## src/rtl/riscv_soft_fetch_unit_if.sv

```systemverilog
// rtl/riscv_soft_fetch_unit_if.sv - I-cache request/response and instruction stream bundle
interface riscv_soft_fetch_unit_if #(
    parameter int XPR_LEN = 32
);
    logic               i_cache_req_valid;
    logic               i_cache_req_ready;
    logic [XPR_LEN-1:0] i_cache_req_addr;
    logic               i_cache_resp_valid;
    logic [31:0]        i_cache_resp_data;
    logic               inst_valid;
    logic               inst_ready;
    logic [31:0]        inst_data;
    logic [XPR_LEN-1:0] inst_PC;
    logic [XPR_LEN-1:0] inst_PC_plus_4;

    modport master (
        output i_cache_req_valid, i_cache_req_addr,
        input  i_cache_req_ready,
        input  i_cache_resp_valid, i_cache_resp_data,
        output inst_valid, inst_data, inst_PC, inst_PC_plus_4,
        input  inst_ready
    );

    modport slave (
        input  i_cache_req_valid, i_cache_req_addr,
        output i_cache_req_ready,
        output i_cache_resp_valid, i_cache_resp_data,
        input  inst_valid, inst_data, inst_PC, inst_PC_plus_4,
        output inst_ready
    );
endinterface

```

## src/rtl/riscv_soft_fetch_unit.sv

```systemverilog
// rtl/riscv_soft_fetch_unit.sv - credit-limited instruction fetch unit with redirect flush
module riscv_soft_fetch_unit #(
    parameter int                 XPR_LEN  = 32,
    parameter int                 FQ_DEPTH = 4,
    parameter logic [XPR_LEN-1:0] RESET_PC = 'h200
) (
    input  logic                      clk,
    input  logic                      reset,
    input  logic                      redirect_valid,
    input  logic [XPR_LEN-1:0]        redirect_PC,
    riscv_soft_fetch_unit_if.master   bus
);
    localparam int PW = $clog2(FQ_DEPTH);
    localparam int CW = PW + 1;

    logic [XPR_LEN-1:0] fetch_pc;
    logic [XPR_LEN-1:0] resp_pc;
    logic [CW-1:0]      outstanding;
    logic [CW-1:0]      outstanding_next;
    logic [CW-1:0]      discard;
    logic [CW-1:0]      count;
    logic [PW-1:0]      rd_ptr;
    logic [PW-1:0]      wr_ptr;
    logic [CW:0]        in_use;
    logic [XPR_LEN-1:0] pc_mem   [FQ_DEPTH];
    logic [31:0]        data_mem [FQ_DEPTH];
    logic [XPR_LEN-1:0] redirect_target;

    logic req_fire;
    logic push;
    logic pop;

    // Every request in flight reserves a queue slot, so a response can never find the queue full.
    assign in_use = {1'b0, outstanding} + {1'b0, count};

    assign bus.i_cache_req_valid = !reset && !redirect_valid && (in_use < (CW+1)'(FQ_DEPTH));
    assign bus.i_cache_req_addr  = fetch_pc;
    assign bus.inst_valid        = !reset && (count != '0);
    assign bus.inst_data         = data_mem[rd_ptr];
    assign bus.inst_PC           = pc_mem[rd_ptr];
    assign bus.inst_PC_plus_4    = pc_mem[rd_ptr] + XPR_LEN'(4);

    assign redirect_target = {redirect_PC[XPR_LEN-1:2], 2'b00};
    assign req_fire        = bus.i_cache_req_valid && bus.i_cache_req_ready;
    assign push            = bus.i_cache_resp_valid && (discard == '0) && !redirect_valid;
    assign pop             = bus.inst_valid && bus.inst_ready && !redirect_valid;

    always_comb begin
        outstanding_next = outstanding;
        if (req_fire)
            outstanding_next = outstanding_next + CW'(1);
        if (bus.i_cache_resp_valid)
            outstanding_next = outstanding_next - CW'(1);
    end

    always_ff @(posedge clk) begin
        if (reset) begin
            fetch_pc    <= RESET_PC;
            resp_pc     <= RESET_PC;
            outstanding <= '0;
            discard     <= '0;
            count       <= '0;
            rd_ptr      <= '0;
            wr_ptr      <= '0;
        end else begin
            outstanding <= outstanding_next;
            if (redirect_valid) begin
                // Everything still in flight after this cycle belongs to the old path.
                fetch_pc <= redirect_target;
                resp_pc  <= redirect_target;
                discard  <= outstanding_next;
                count    <= '0;
                rd_ptr   <= '0;
                wr_ptr   <= '0;
            end else begin
                if (req_fire)
                    fetch_pc <= fetch_pc + XPR_LEN'(4);
                if (bus.i_cache_resp_valid && (discard != '0))
                    discard <= discard - CW'(1);
                if (push) begin
                    resp_pc <= resp_pc + XPR_LEN'(4);
                    wr_ptr  <= wr_ptr + PW'(1);
                end
                if (pop)
                    rd_ptr <= rd_ptr + PW'(1);
                case ({push, pop})
                    2'b10:   count <= count + CW'(1);
                    2'b01:   count <= count - CW'(1);
                    default: count <= count;
                endcase
            end
        end
    end

    always_ff @(posedge clk) begin
        if (!reset && push) begin
            pc_mem[wr_ptr]   <= resp_pc;
            data_mem[wr_ptr] <= bus.i_cache_resp_data;
        end
    end
endmodule

```

## src/flat_wrapper.sv

```systemverilog
// flat-port wrapper written by rule: the top's interface ports become plain ports
module riscv_soft_fetch_unit_flat 
#(
    parameter int                 XPR_LEN  = 32,
    parameter int                 FQ_DEPTH = 4,
    parameter logic [XPR_LEN-1:0] RESET_PC = 'h200
)
  (clk, reset, redirect_valid, redirect_PC, bus_i_cache_req_valid, bus_i_cache_req_addr, bus_i_cache_req_ready, bus_i_cache_resp_valid, bus_i_cache_resp_data, bus_inst_valid, bus_inst_data, bus_inst_PC, bus_inst_PC_plus_4, bus_inst_ready);
  riscv_soft_fetch_unit_if #(.XPR_LEN(XPR_LEN)) bus_i ();
  input  logic clk;
  input  logic reset;
  input  logic redirect_valid;
  input  logic [XPR_LEN-1:0] redirect_PC;
  output wire logic [$bits(bus_i.i_cache_req_valid)-1:0] bus_i_cache_req_valid;
  output wire logic [$bits(bus_i.i_cache_req_addr)-1:0] bus_i_cache_req_addr;
  input wire logic [$bits(bus_i.i_cache_req_ready)-1:0] bus_i_cache_req_ready;
  input wire logic [$bits(bus_i.i_cache_resp_valid)-1:0] bus_i_cache_resp_valid;
  input wire logic [$bits(bus_i.i_cache_resp_data)-1:0] bus_i_cache_resp_data;
  output wire logic [$bits(bus_i.inst_valid)-1:0] bus_inst_valid;
  output wire logic [$bits(bus_i.inst_data)-1:0] bus_inst_data;
  output wire logic [$bits(bus_i.inst_PC)-1:0] bus_inst_PC;
  output wire logic [$bits(bus_i.inst_PC_plus_4)-1:0] bus_inst_PC_plus_4;
  input wire logic [$bits(bus_i.inst_ready)-1:0] bus_inst_ready;
  assign bus_i_cache_req_valid = bus_i.i_cache_req_valid;
  assign bus_i_cache_req_addr = bus_i.i_cache_req_addr;
  assign bus_i.i_cache_req_ready = bus_i_cache_req_ready;
  assign bus_i.i_cache_resp_valid = bus_i_cache_resp_valid;
  assign bus_i.i_cache_resp_data = bus_i_cache_resp_data;
  assign bus_inst_valid = bus_i.inst_valid;
  assign bus_inst_data = bus_i.inst_data;
  assign bus_inst_PC = bus_i.inst_PC;
  assign bus_inst_PC_plus_4 = bus_i.inst_PC_plus_4;
  assign bus_i.inst_ready = bus_inst_ready;
  riscv_soft_fetch_unit #(.XPR_LEN(XPR_LEN), .FQ_DEPTH(FQ_DEPTH), .RESET_PC(RESET_PC)) u_core (.clk(clk), .reset(reset), .redirect_valid(redirect_valid), .redirect_PC(redirect_PC), .bus(bus_i));
endmodule
```

## config.mk

```make
export PLATFORM = sky130hd
export DESIGN_NAME = riscv_soft_fetch_unit_flat
export DESIGN_NICKNAME = d
export VERILOG_FILES = /design/src/rtl/riscv_soft_fetch_unit_if.sv /design/src/rtl/riscv_soft_fetch_unit.sv /design/src/flat_wrapper.sv
export SDC_FILE = /design/constraint.sdc
export NUM_CORES = 1
export LEC_CHECK = 0
export ABC_AREA = 1
export ABC_CLOCK_PERIOD_IN_PS = 4500
export CORE_UTILIZATION = 33
export CTS_CLUSTER_SIZE = 40
export DETAILED_ROUTE_END_ITERATION = 8
export PLACE_DENSITY = 0.51
export SLEW_MARGIN = 10
export SYNTH_ARGS = -nofsm -noshare
export SYNTH_HDL_FRONTEND = slang
export SYNTH_SLANG_ARGS = --single-unit
```

## constraint.sdc

```tcl
create_clock -name clk -period 4.5 [get_ports clk]
set_input_delay 0.9 -clock clk [delete_from_list [all_inputs] [get_ports clk]]
set_output_delay 0.9 -clock clk [all_outputs]
set_load 0.05 [all_outputs]
```

# Word-level counts from Yosys, hierarchy flattened
# Memory sizes are Yosys's and may differ from the RTL's. A register that Yosys moved wholly into a read port is not among the register bits.
# Index checks and enable logic that the tools add are counted.
dict set report classes {
  addsub 11
  magnitude_cmp 1
  eq_ne 2
  muxes 15
  n_reduce_logical 20
}
# op n
set ops {}
lappend ops {{$mux 32} 4}
lappend ops {{$add 32x3->32 const B} 3}
lappend ops {{$mux 3} 4}
lappend ops {{$logic_and 1x1->1} 10}
lappend ops {{$sub 3x1->3 const B} 3}
lappend ops {{$mux 2} 4}
lappend ops {{$reduce_bool 2->1} 4}
lappend ops {{$add 3x1->3 const B} 2}
lappend ops {{$pmux 3 s2} 1}
lappend ops {{$reduce_bool 3->1} 2}
lappend ops {{$add 2x1->2 const B} 2}
lappend ops {{$add 3x3->4} 1}
lappend ops {{$lt 4x3->1 const B} 1}
lappend ops {{$logic_not 3->1} 1}
lappend ops {{$eq 2x1->1 const B} 1}
lappend ops {{$eq 2x2->1 const B} 1}
lappend ops {{$logic_not 1->1} 2}
lappend ops {{$mux 1} 2}
lappend ops {{$reduce_or 2->1} 1}
dict set report totals {
  regBits 77
  ram_bits 256
  input_bits 70
  output_inout_bits 130
  word_cells 60
  n_memories 2
}
# memory words word_bits rd rd_ports_with_merged_regs write_ports line_no
set mem_list {}
lappend mem_list {u_core.data_mem 4 32 1 1 1 riscv_soft_fetch_unit.sv:26} ;# logic [31:0] data_mem [FQ_DEPTH];
lappend mem_list {u_core.pc_mem 4 32 1 1 1 riscv_soft_fetch_unit.sv:25} ;# logic [XPR_LEN-1:0] pc_mem [FQ_DEPTH];

# Logic depth before layout (Yosys ltp)
# Gate-level depths: netlist of the first run.
dict set report logic_depth {
  ltp_word 8
  depth_mapped 15
  depth_no_buf 14
}

# Worst setup path after synthesis of the first run
# No wires, ideal clock.
dict set report synth_path {
  kind {input port to flip-flop}
  from {input port reset}
  to {memory u_core.data_mem[0][0], enable pin}
  setup_ps 482
  arrival_time_ps 4080
  required_time_ps 4018
  setup_slack_ps -62
  cell_stages 5
  n_path_buf 0
  cell_sequence {nor2_2 inv_1 nor2_1 inv_1 nor2_1}
}
dict set report synth_between {
  elab_chain_cells 4
}
# item line_no
set synth_rtl {}
lappend synth_rtl {{start, declared} flat_wrapper.sv:11} ;# input logic reset;
lappend synth_rtl {{$logic_not 1->1} riscv_soft_fetch_unit.sv:96} ;# if (!reset && push) begin
lappend synth_rtl {{$logic_and 1x1->1} riscv_soft_fetch_unit.sv:96}
lappend synth_rtl {{$mux 1} riscv_soft_fetch_unit.sv:96}
lappend synth_rtl {{$mux 1 (implied by the code)} riscv_soft_fetch_unit.sv:98} ;# data_mem[wr_ptr] <= bus.i_cache_resp_data;
lappend synth_rtl {{end, declared} riscv_soft_fetch_unit.sv:26}
# No other way between the ends.

==> summary.md, run 1 <==
| Metric | Value |
|---|---|
| Diode count | `0` |
| Worst EP arrival | `3180 ps` |
| IO Count | `200` |
| FP Rows | `78` |
| Mapped Avg Cell Area | `8.86 sq um` |
| Synth Register Bits | `323` |
| Post-synth EDFFs | `248` |
| Post-synth top area cell | `edfxtp_1` |
| Achievable Freq | `245 MHz` |
| DR pass1 iterations | `5` |
| Largest net degree at the start of global routing | `107` |
| Die Y-Extent | `219 microns` |
| Prevailing post-synth register cell | `edfxtp_1` |
| Grt ovf | `0` |
| Critical path cell sequence | `clkinv_2 -> buf_12 -> nand2_1 -> nand3_1 -> nand2_1 -> nand2_1 -> nor2_1 -> inv_1 -> nor2_1 -> nand3_1 -> nand2_1 -> nand2_1 -> buf_12` |
| Hold path start | `u_core.discard[1]` |
| Skew-Pair Late Insertion Delay | `550 ps` |
| First-pass GRT wire length | `67700 microns` |
| Status | `completed` |
| Reg2reg end | `u_core.discard[1]` |
| DRT iter0 DRCs | `713` |
| Synth warn | `0` |
| TritonCTS buffer count | `37` |
| CP Launch Type | `flip-flop` |
| Critical Path Stages | `13` |
| Die width | `219 microns` |
| Worst-Margin Slew | `703 ps` |
| Hold slack | `463 ps` |
| Met3 Use GR | `0.0324` |
| CP required | `3600 ps` |
| Clk sinks | `323` |
| H-tree Lvls | `2` |
| Final hold violation count | `0` |
| Setup crit end kind | `output port` |
| Routed via count | `12454` |
| Final Util | `0.424` |
| Max VDD drop | `0.000257 V` |
| HPWL Detailed | `29900 microns` |
| CP Buf/Inv Count | `4` |
| Register-to-register setup slack | `1720 ps` |
| Starting density of the core | `0.338` |
| Total track usage | `0.185` |
| Unique cell type count in the Yosys netlist | `40` |
| Synth top area cells | `edfxtp_1 (48%), nand2_1 (12%), dfxtp_1 (9.7%)` |
| Clock skew | `15.2 ps` |
| Crit-path leading delay family | `simple AND/OR/NAND/NOR gates` |
| Slew Viols, Final | `0` |
| Port Buf Inserts | `191` |
| Top cell type's share of synthesized area | `0.481` |
| Placed Area | `18200 sq um` |
| Critical-path maximum fanout | `106` |
| Crit Path Class | `reg2out` |
| Die footprint | `47800 sq um` |
| GRT busiest layer | `met2` |
| Number of global-route vias before repair | `11924` |
| Cell Count, Final, Fillers Out | `2562` |
| Layout area overhead | `25.4%` |
| Setup violators final | `0` |
| Initial antenna violation count | `1` |
| GP Congestion | `0.837` |
| Post-Syn Area | `15500 sq um` |
| Most numerous cell on the critical path | `nand2_1` |
| Core ar. | `45800 sq um` |
| Total Power | `6.97 mW` |
| Synth cell count leaders | `nand2_1 (515), edfxtp_1 (248), nor2_1 (221), inv_1 (130), o21ai_0 (122)` |
| CTS resizes | `0` |
| Setup bufs post-CTS | `0` |
| Sequential share of the synthesized area | `0.578` |
| Design Area, Final | `19400 sq um` |
| Crit-path max cell delay | `560 ps` |
| Hold buffers post-CTS | `0` |
| Async SR Flop Fraction | `0` |
| Setup ws final | `425 ps` |
| Setup tns final | `0 ps` |
| Net count, final | `2019` |
| Min Tclk post-route | `4080 ps` |
| Hold path cells | `2` |
| ANT nets after route | `0` |
| Met1 Use GR | `0.246` |
| WL/cell | `17.3 microns` |
| Critical R2R Launch | `u_core.count[1]` |
| Hold EP | `u_core.discard[1]` |
| Most numerous cell in the Yosys netlist | `nand2_1` |
| Synth Instances | `1747` |
| RSZ-0062 raised after global routing | `false` |
| Final WL | `44400 microns` |
| Crit-path slowest cell | `dfxtp_4` |
| Leakage power | `7.23 nW` |
| Root Buffer Master | `clkbuf_16` |
| CTS clock-pin slew for the worst setup and hold paths | `60 ps` |
| Vias per cell | `4.86` |
| PwrDens | `359 nW/um^2` |
| Met2 Track Usage GR | `0.304` |
| Setup WS pre-CTS | `852 ps` |
| Hold Crit Class | `reg2reg` |
| Layout cells sized above 1 | `0.0775` |
| Fin crit share | `0.906` |
| Max clock buf depth | `3` |
| Worst r2r path cells | `11` |
| Worst slew margin | `0.529` |
| Max-capacitance violation count | `0` |
| Dpl cells | `2495` |
| CTS tree | `yes` |
| DRC viols | `0` |
cell type report:
class,count,area (sq um)
Clock buffer,49,981
Clock inverter,18,188
Fill cell,4430,26400
Inverter,143,538
Multi-Input combinational cell,1217,5660
Sequential cell,323,8950
Tap cell,600,751
Timing Repair Buffer,212,2330
worst max path at each step:
stage              startpoint                     end  slack, ps
2_1_floorplan           reset   u_core.data_mem[0][0]        -60
3_3_place_gp   redirect_valid       u_core.discard[1]        860
3_5_place_dp   redirect_valid       u_core.discard[1]        850
4_1_cts             flip-flop  bus_inst_PC_plus_4[28]        390
5_1_grt             flip-flop  bus_inst_PC_plus_4[31]        120
6_report            flip-flop  bus_inst_PC_plus_4[26]        420
logic make-up (layout without fill, tap and decap cells):
| logic type | after synthesis | after routing | synth area share |
|---|---|---|---|
| AO/OA/AOI/OAI | 241 | 241 | 0.0838 |
| XOR/XNOR | 32 | 32 | 0.0181 |
| adder cells (fa/ha/maj) | 15 | 15 | 0.0126 |
| buffers and inverters | 212 | 422 | 0.0594 |
| flip-flops | 323 | 323 | 0.578 |
| other | 1 | 6 | 0.000242 |
| AND/OR/NAND/NOR | 923 | 923 | 0.247 |
cell usage in the layout (no fill, tap or decap), types with 4 or more instances in the layout:
cell type,count
ha_1,14
nand4_1,19
nand2_1,515
nor2_4,7
dfxtp_1,73
xor2_1,30
nor2_2,9
nor3_1,19
buf_4,24
buf_12,27
o22ai_1,38
clkdlybuf4s50_1,160
o21ai_1,4
clkinv_2,6
inv_1,130
clkbuf_1,11
nand3b_1,9
clkbuf_16,37
clkinv_1,8
nand3_1,106
edfxtp_1,248
nand2_2,13
inv_2,10
a21oi_1,52
conb_1,6
nor2_1,217
a31oi_1,17
o21ai_0,122
worst register-to-register path: stages (launching register included):
cell,delay [ps]
dfxtp_1,400
ha_1,250
nand3_1,80
nand2_1,80
nor2_1,300
nand2_1,460
xor2_1,290
ha_1,300
or2_2,300
nand3_1,80
nand2_1,60
a21oi_1,110
state kept, by name, summed over array words and instances, names as in the netlist, named ones only:
register and count:
u_core.discard 3, u_core.data_mem 128, u_core.wr_ptr 2, u_core.resp_pc 30, u_core.rd_ptr 2, u_core.count 3
u_core.pc_mem 120, u_core.outstanding 3, u_core.bus.i_cache_req_addr 30
routing by layer:
layer / routed length [microns] / vias to the layer above
li1: - / 6223
met1: 20400 / 5798
met2: 20500 / 362
met3: 2390 / 69
met4: 1120 / 2
met5: 13 / -
where the power goes:
group,switching (mW),total [mW],internal (mW)
logic,0.441,0.679,0.238
clock network,1.20,2.91,1.72
registers,0.0961,3.38,3.28
Note: power is estimated with default switching activity, not from simulation.
==> run 2: changes to the inputs <==
Settings changed: GPL_ROUTABILITY_DRIVEN set to 0, SLEW_MARGIN 10 to 20.
==> summary.md, run 2 (synthesis gave the netlist of run 1 again) <==
| Metric | Value |
|---|---|
| Achievable Freq | `251 MHz` |
| CTS tree | `yes` |
| Reg2reg end | `u_core.discard[1]` |
| Sw Ratio | `0.254` |
| Biggest regs | `u_core.data_mem: 128 flops, u_core.pc_mem: 120 flops` |
| Layout area overhead | `25.9%` |
| PwrDens | `354 nW/um^2` |
| DR WL met2 | `21000 microns` |
| Starting density of the core | `0.338` |
| Worst slew margin | `0.530` |
| CTS resizes | `0` |
| Worst-Margin Slew | `701 ps` |
| Final WL | `44400 microns` |
| Max clock buf depth | `3` |
| Grt ovf | `0` |
| Status | `completed` |
| Hold path cells | `2` |
| Max VDD drop | `0.000235 V` |
| WL met3 | `2290 microns` |
| Register-to-register setup slack | `1780 ps` |
| Combinational power share | `0.099` |
| Crit Path Class | `reg2out` |
| Clock skew | `11.8 ps` |
| Clk sinks | `323` |
| Max FFs per register | `128` |
| Slew Viols, Final | `0` |
| Vias per cell | `4.84` |
| Top reg by flops | `u_core.data_mem` |
| Port Buf Inserts | `191` |
| Most common cell after layout, fill and taps aside | `nand2_1` |
| Worst EP arrival | `3080 ps` |
| Largest net degree at the start of global routing | `115` |
| Net count, final | `2026` |
| DRC viols | `0` |
| H-tree Lvls | `2` |
| Hold Crit Class | `reg2reg` |
| ANT nets after route | `0` |
| Die footprint | `47800 sq um` |
| Die Y-Extent | `219 microns` |
| Highest metal used | `met4` |
| Setup WS pre-CTS | `823 ps` |
| Setup ws final | `516 ps` |
| Final hold violation count | `0` |
| Skew-Pair Late Insertion Delay | `550 ps` |
| P_int | `5.14 mW` |
| Routed via count | `12412` |
| Setup bufs post-CTS | `0` |
| RSZ-0062 raised after global routing | `false` |
| Wire length on met1 | `20400 microns` |
| Setup crit end kind | `output port` |
| Critical R2R Launch | `u_core.count[1]` |
| Hold path start | `u_core.discard[1]` |
| Switching pwr | `1.75 mW` |
| DRT iter0 DRCs | `836` |
| Sequential power share | `0.490` |
| CP required | `3600 ps` |
| Hold EP | `u_core.discard[1]` |
| DR pass1 iterations | `5` |
| Clk network pwr share | `0.411` |
| Max-capacitance violation count | `0` |
| Hold buffers post-CTS | `0` |
| Root Buffer Master | `clkbuf_16` |
| Number of global-route vias before repair | `11802` |
| Setup violators final | `0` |
| First-pass GRT wire length | `67900 microns` |
| Initial antenna violation count | `0` |
| WL/cell | `17.3 microns` |
| Diode count | `0` |
| Layout cells sized above 1 | `0.0798` |
| Critical-path maximum fanout | `52` |
| TritonCTS buffer count | `38` |
| Die width | `219 microns` |
| Min Tclk post-route | `3980 ps` |
| FP Rows | `78` |
| Fin crit share | `0.885` |
| Most frequent cells in the layout | `nand2_1 (515), edfxtp_1 (248), nor2_1 (217)` |
| CP Launch Type | `flip-flop` |
| IO Count | `200` |
| Final Util | `0.426` |
| Worst r2r path cells | `11` |
| Core ar. | `45800 sq um` |
| CTS clock-pin slew for the worst setup and hold paths | `60 ps` |
| Total track usage | `0.185` |
| Leakage power | `7.25 nW` |
| HPWL Detailed | `30500 microns` |
[run 2: cell types whose count changed in the layout (fill, tap and decap cells not counted)]
cell        previous run  this run
clkbuf_16             37        38
clkbuf_8               1         0
bufinv_16              3         1
clkinv_8               2         1
clkbuf_1              11         9
clkinv_4               1         2
clkinv_1               8        10
clkinv_2               6         4
inv_6                  1         3
buf_12                27        33
clkinvlp_4             0         1
[run 2: area by class of cell]
cell class | count | area, sq um
inverters | 143 | 538
repair buffers | 218 | 2450
multi-input cells | 1217 | 5660
fillers | 4429 | 26300
well taps | 600 | 751
clock buffers | 47 | 985
flip-flops and latches | 323 | 8950
clock inverters | 19 | 143
[run 2: metal layers]
layer / track usage / vias up
li1: - / 6226
met3: 0.0305 / 52
met5: 0 / -
met2: 0.310 / 310
met1: 0.248 / 5824
met4: 0.0476 / 0
[run 2: power groups by stage]
stage          combinational [mW]  clock [mW]  sequential, mW
3_3_place_gp                0.678           0            3.44
6_report                    0.682        2.84            3.38
4_1_cts                     0.686        2.92            3.38
3_5_place_dp                0.683           0            3.44
2_1_floorplan               0.356           0            3.46
5_1_grt                     0.739        3.03            3.39
[run 2: worst max path at each step]
stage                   start                     end  slack, ps
6_report            flip-flop       bus_inst_data[16]        520
5_1_grt             flip-flop  bus_inst_PC_plus_4[28]        260
4_1_cts             flip-flop       bus_inst_data[16]        450
3_5_place_dp   redirect_valid       u_core.discard[1]        820
3_3_place_gp   redirect_valid       u_core.discard[2]        850
2_1_floorplan           reset   u_core.data_mem[0][0]        -60
[run 2: worst max-delay path: stages (launching register included)]
cell and delay (ps):
dfxtp_4 420, clkinv_2 270, buf_12 290, buf_4 330
o21ai_0 120, o22ai_1 210, clkdlybuf4s50_1 850
[run 2: per-stage QoR]
step                TNS, ps  std cells  hold WS [ps]  total power [mW]  cell area, sq um
floorplan            -15470       1752           436              3.82             15500
global placement          0       2501           455              4.11             18400
detailed placement        0       2501           455              4.12             18400
CTS                       0       2567           464              6.98             19500
global route              0       2567           490              7.15             19500
finish                    0       2567           464              6.90             19500
==> run 3: changes to the inputs <==
Settings changed: CORE_MARGIN set to 2.
==> summary.md, run 3 (synthesis gave the netlist of run 1 again) <==
| Metric | Value |
|---|---|
| Design Area, Final | `19500 sq um` |
| Root Buffer Master | `clkbuf_16` |
| Hold Crit Class | `reg2reg` |
| Fin crit share | `0.897` |
| CP required | `3600 ps` |
| Routed via count | `12393` |
| Worst-Margin Slew | `701 ps` |
| Clock skew | `18.8 ps` |
| FP Rows | `79` |
| Critical R2R Launch | `u_core.count[1]` |
| DRC viols | `0` |
| Max FFs per register | `128` |
| Achievable Freq | `248 MHz` |
| Sw Ratio | `0.251` |
| Net count, final | `2018` |
| WL/cell | `17.2 microns` |
| Hold buffers post-CTS | `0` |
| IO Count | `200` |
| Setup bufs post-CTS | `0` |
| Placed Area | `18300 sq um` |
| ANT nets after route | `0` |
| Leakage power | `7.26 nW` |
| Reg2reg end | `u_core.discard[1]` |
| Clk network pwr share | `0.414` |
| Hold path cells | `2` |
| Hold slack | `477 ps` |
| Combinational power share | `0.099` |
| DR pass1 iterations | `5` |
| Die footprint | `48600 sq um` |
| Most frequent cells in the layout | `nand2_1 (515), edfxtp_1 (248), nor2_1 (217)` |
| Max clock buf depth | `3` |
| Vias per cell | `4.83` |
| Crit Path Class | `reg2out` |
| Final hold violation count | `0` |
| First-pass GRT wire length | `67300 microns` |
| Slew Viols, Final | `0` |
| Worst r2r path cells | `11` |
| Final WL | `44100 microns` |
| Critical-path maximum fanout | `129` |
| Switching pwr | `1.74 mW` |
| Clk sinks | `323` |
| Worst EP arrival | `3140 ps` |
| RSZ-0062 raised after global routing | `false` |
| Core ar. | `46500 sq um` |
| CTS resizes | `0` |
| Max-capacitance violation count | `0` |
| Largest net degree at the start of global routing | `130` |
| TritonCTS buffer count | `37` |
| Most common cell after layout, fill and taps aside | `nand2_1` |
| Die width | `221 microns` |
| Min Tclk post-route | `4040 ps` |
| PwrDens | `356 nW/um^2` |
| Port Buf Inserts | `191` |
| Total track usage | `0.181` |
| Starting density of the core | `0.333` |
| Grt ovf | `0` |
| DRT iter0 DRCs | `728` |
| P_int | `5.20 mW` |
| CTS clock-pin slew for the worst setup and hold paths | `60 ps` |
| Setup crit end kind | `output port` |
| Setup tns final | `0 ps` |
| Register-to-register setup slack | `1740 ps` |
| Number of global-route vias before repair | `11828` |
| Diode count | `0` |
| Setup violators final | `0` |
| Layout cells sized above 1 | `0.0785` |
| H-tree Lvls | `2` |
| Die Y-Extent | `221 microns` |
| CTS tree | `yes` |
| CP Launch Type | `flip-flop` |
| Top reg by flops | `u_core.data_mem` |
| Skew-Pair Late Insertion Delay | `550 ps` |
| Total Power | `6.93 mW` |
| Hold path start | `u_core.rd_ptr[1]` |
| Status | `completed` |
| Worst slew margin | `0.530` |
| Sequential power share | `0.487` |
| Max VDD drop | `0.000275 V` |
| Biggest regs | `u_core.data_mem: 128 flops, u_core.pc_mem: 120 flops` |
| Layout area overhead | `26.0%` |
| Initial antenna violation count | `1` |
| HPWL Detailed | `29600 microns` |
==> run 3: changes by cell type in the layout (fill, tap and decap cells not counted) <==
cell        delta
buf_4         -10
clkinv_2       +3
clkinv_1       -5
inv_4          +1
clkbuf_16      -1
clkinvlp_4     -1
inv_6          -2
clkbuf_8       +5
clkinv_8       +1
clkinv_4       -2
clkbuf_1       +2
buf_12         +3
==> run 3: layout make-up <==
class | count | area, sq um
repair buffers | 211 | 2430
flip-flops and latches | 323 | 8950
well taps | 607 | 759
clock buffers | 53 | 1040
fillers | 4576 | 27000
clock inverters | 14 | 119
inverters | 143 | 538
multi-input cells | 1217 | 5660
==> run 3: layer usage <==
| metal | global-route usage | vias up | share of wire |
|---|---|---|---|
| met5 | 0 | - | 0.00029 |
| met4 | 0.0493 | 2 | 0.023 |
| met3 | 0.0346 | 76 | 0.056 |
| met2 | 0.297 | 364 | 0.46 |
| met1 | 0.245 | 5743 | 0.46 |
| li1 | - | 6208 | - |
==> run 3: worst max-delay path by stage <==
stage,start,end,slack [ps]
after floorplan,reset,u_core.data_mem[0][0],-60
after global placement,redirect_valid,u_core.discard[2],750
after detailed placement,redirect_valid,u_core.discard[1],700
after CTS,flip-flop,bus_inst_PC_plus_4[20],410
after global routing,flip-flop,bus_inst_PC_plus_4[20],120
final,flip-flop,bus_inst_PC_plus_4[12],460
==> run 3: power groups by stage <==
stage                     combinational, mW  clock (mW)  sequential (mW)
final                                 0.687        2.87             3.38
after global routing                  0.745        3.07             3.39
after CTS                             0.692        2.94             3.37
after detailed placement              0.690           0             3.44
after global placement                0.684           0             3.44
after floorplan                       0.356           0             3.46
==> run 3: through the flow <==
step | instances | setup slack (ps) | util
2_1_floorplan | 1752 | -62.4 | -
3_3_place_gp | 2501 | 750 | 0.395
3_5_place_dp | 2501 | 698 | 0.395
4_1_cts | 2568 | 408 | 0.420
5_1_grt | 2568 | 122 | 0.420
6_report | 2568 | 464 | 0.420
==> run 3: worst max-delay path, cell delays in order, from the launching register on <==
cell,delay (ps)
dfxtp_4,360
buf_12,410
nand2_1,80
o21ai_0,90
nand2_1,80
nand2_2,170
ha_1,200
inv_1,80
nor2_4,140
nand3_1,170
nor2_1,270
xor2_1,260
buf_12,180
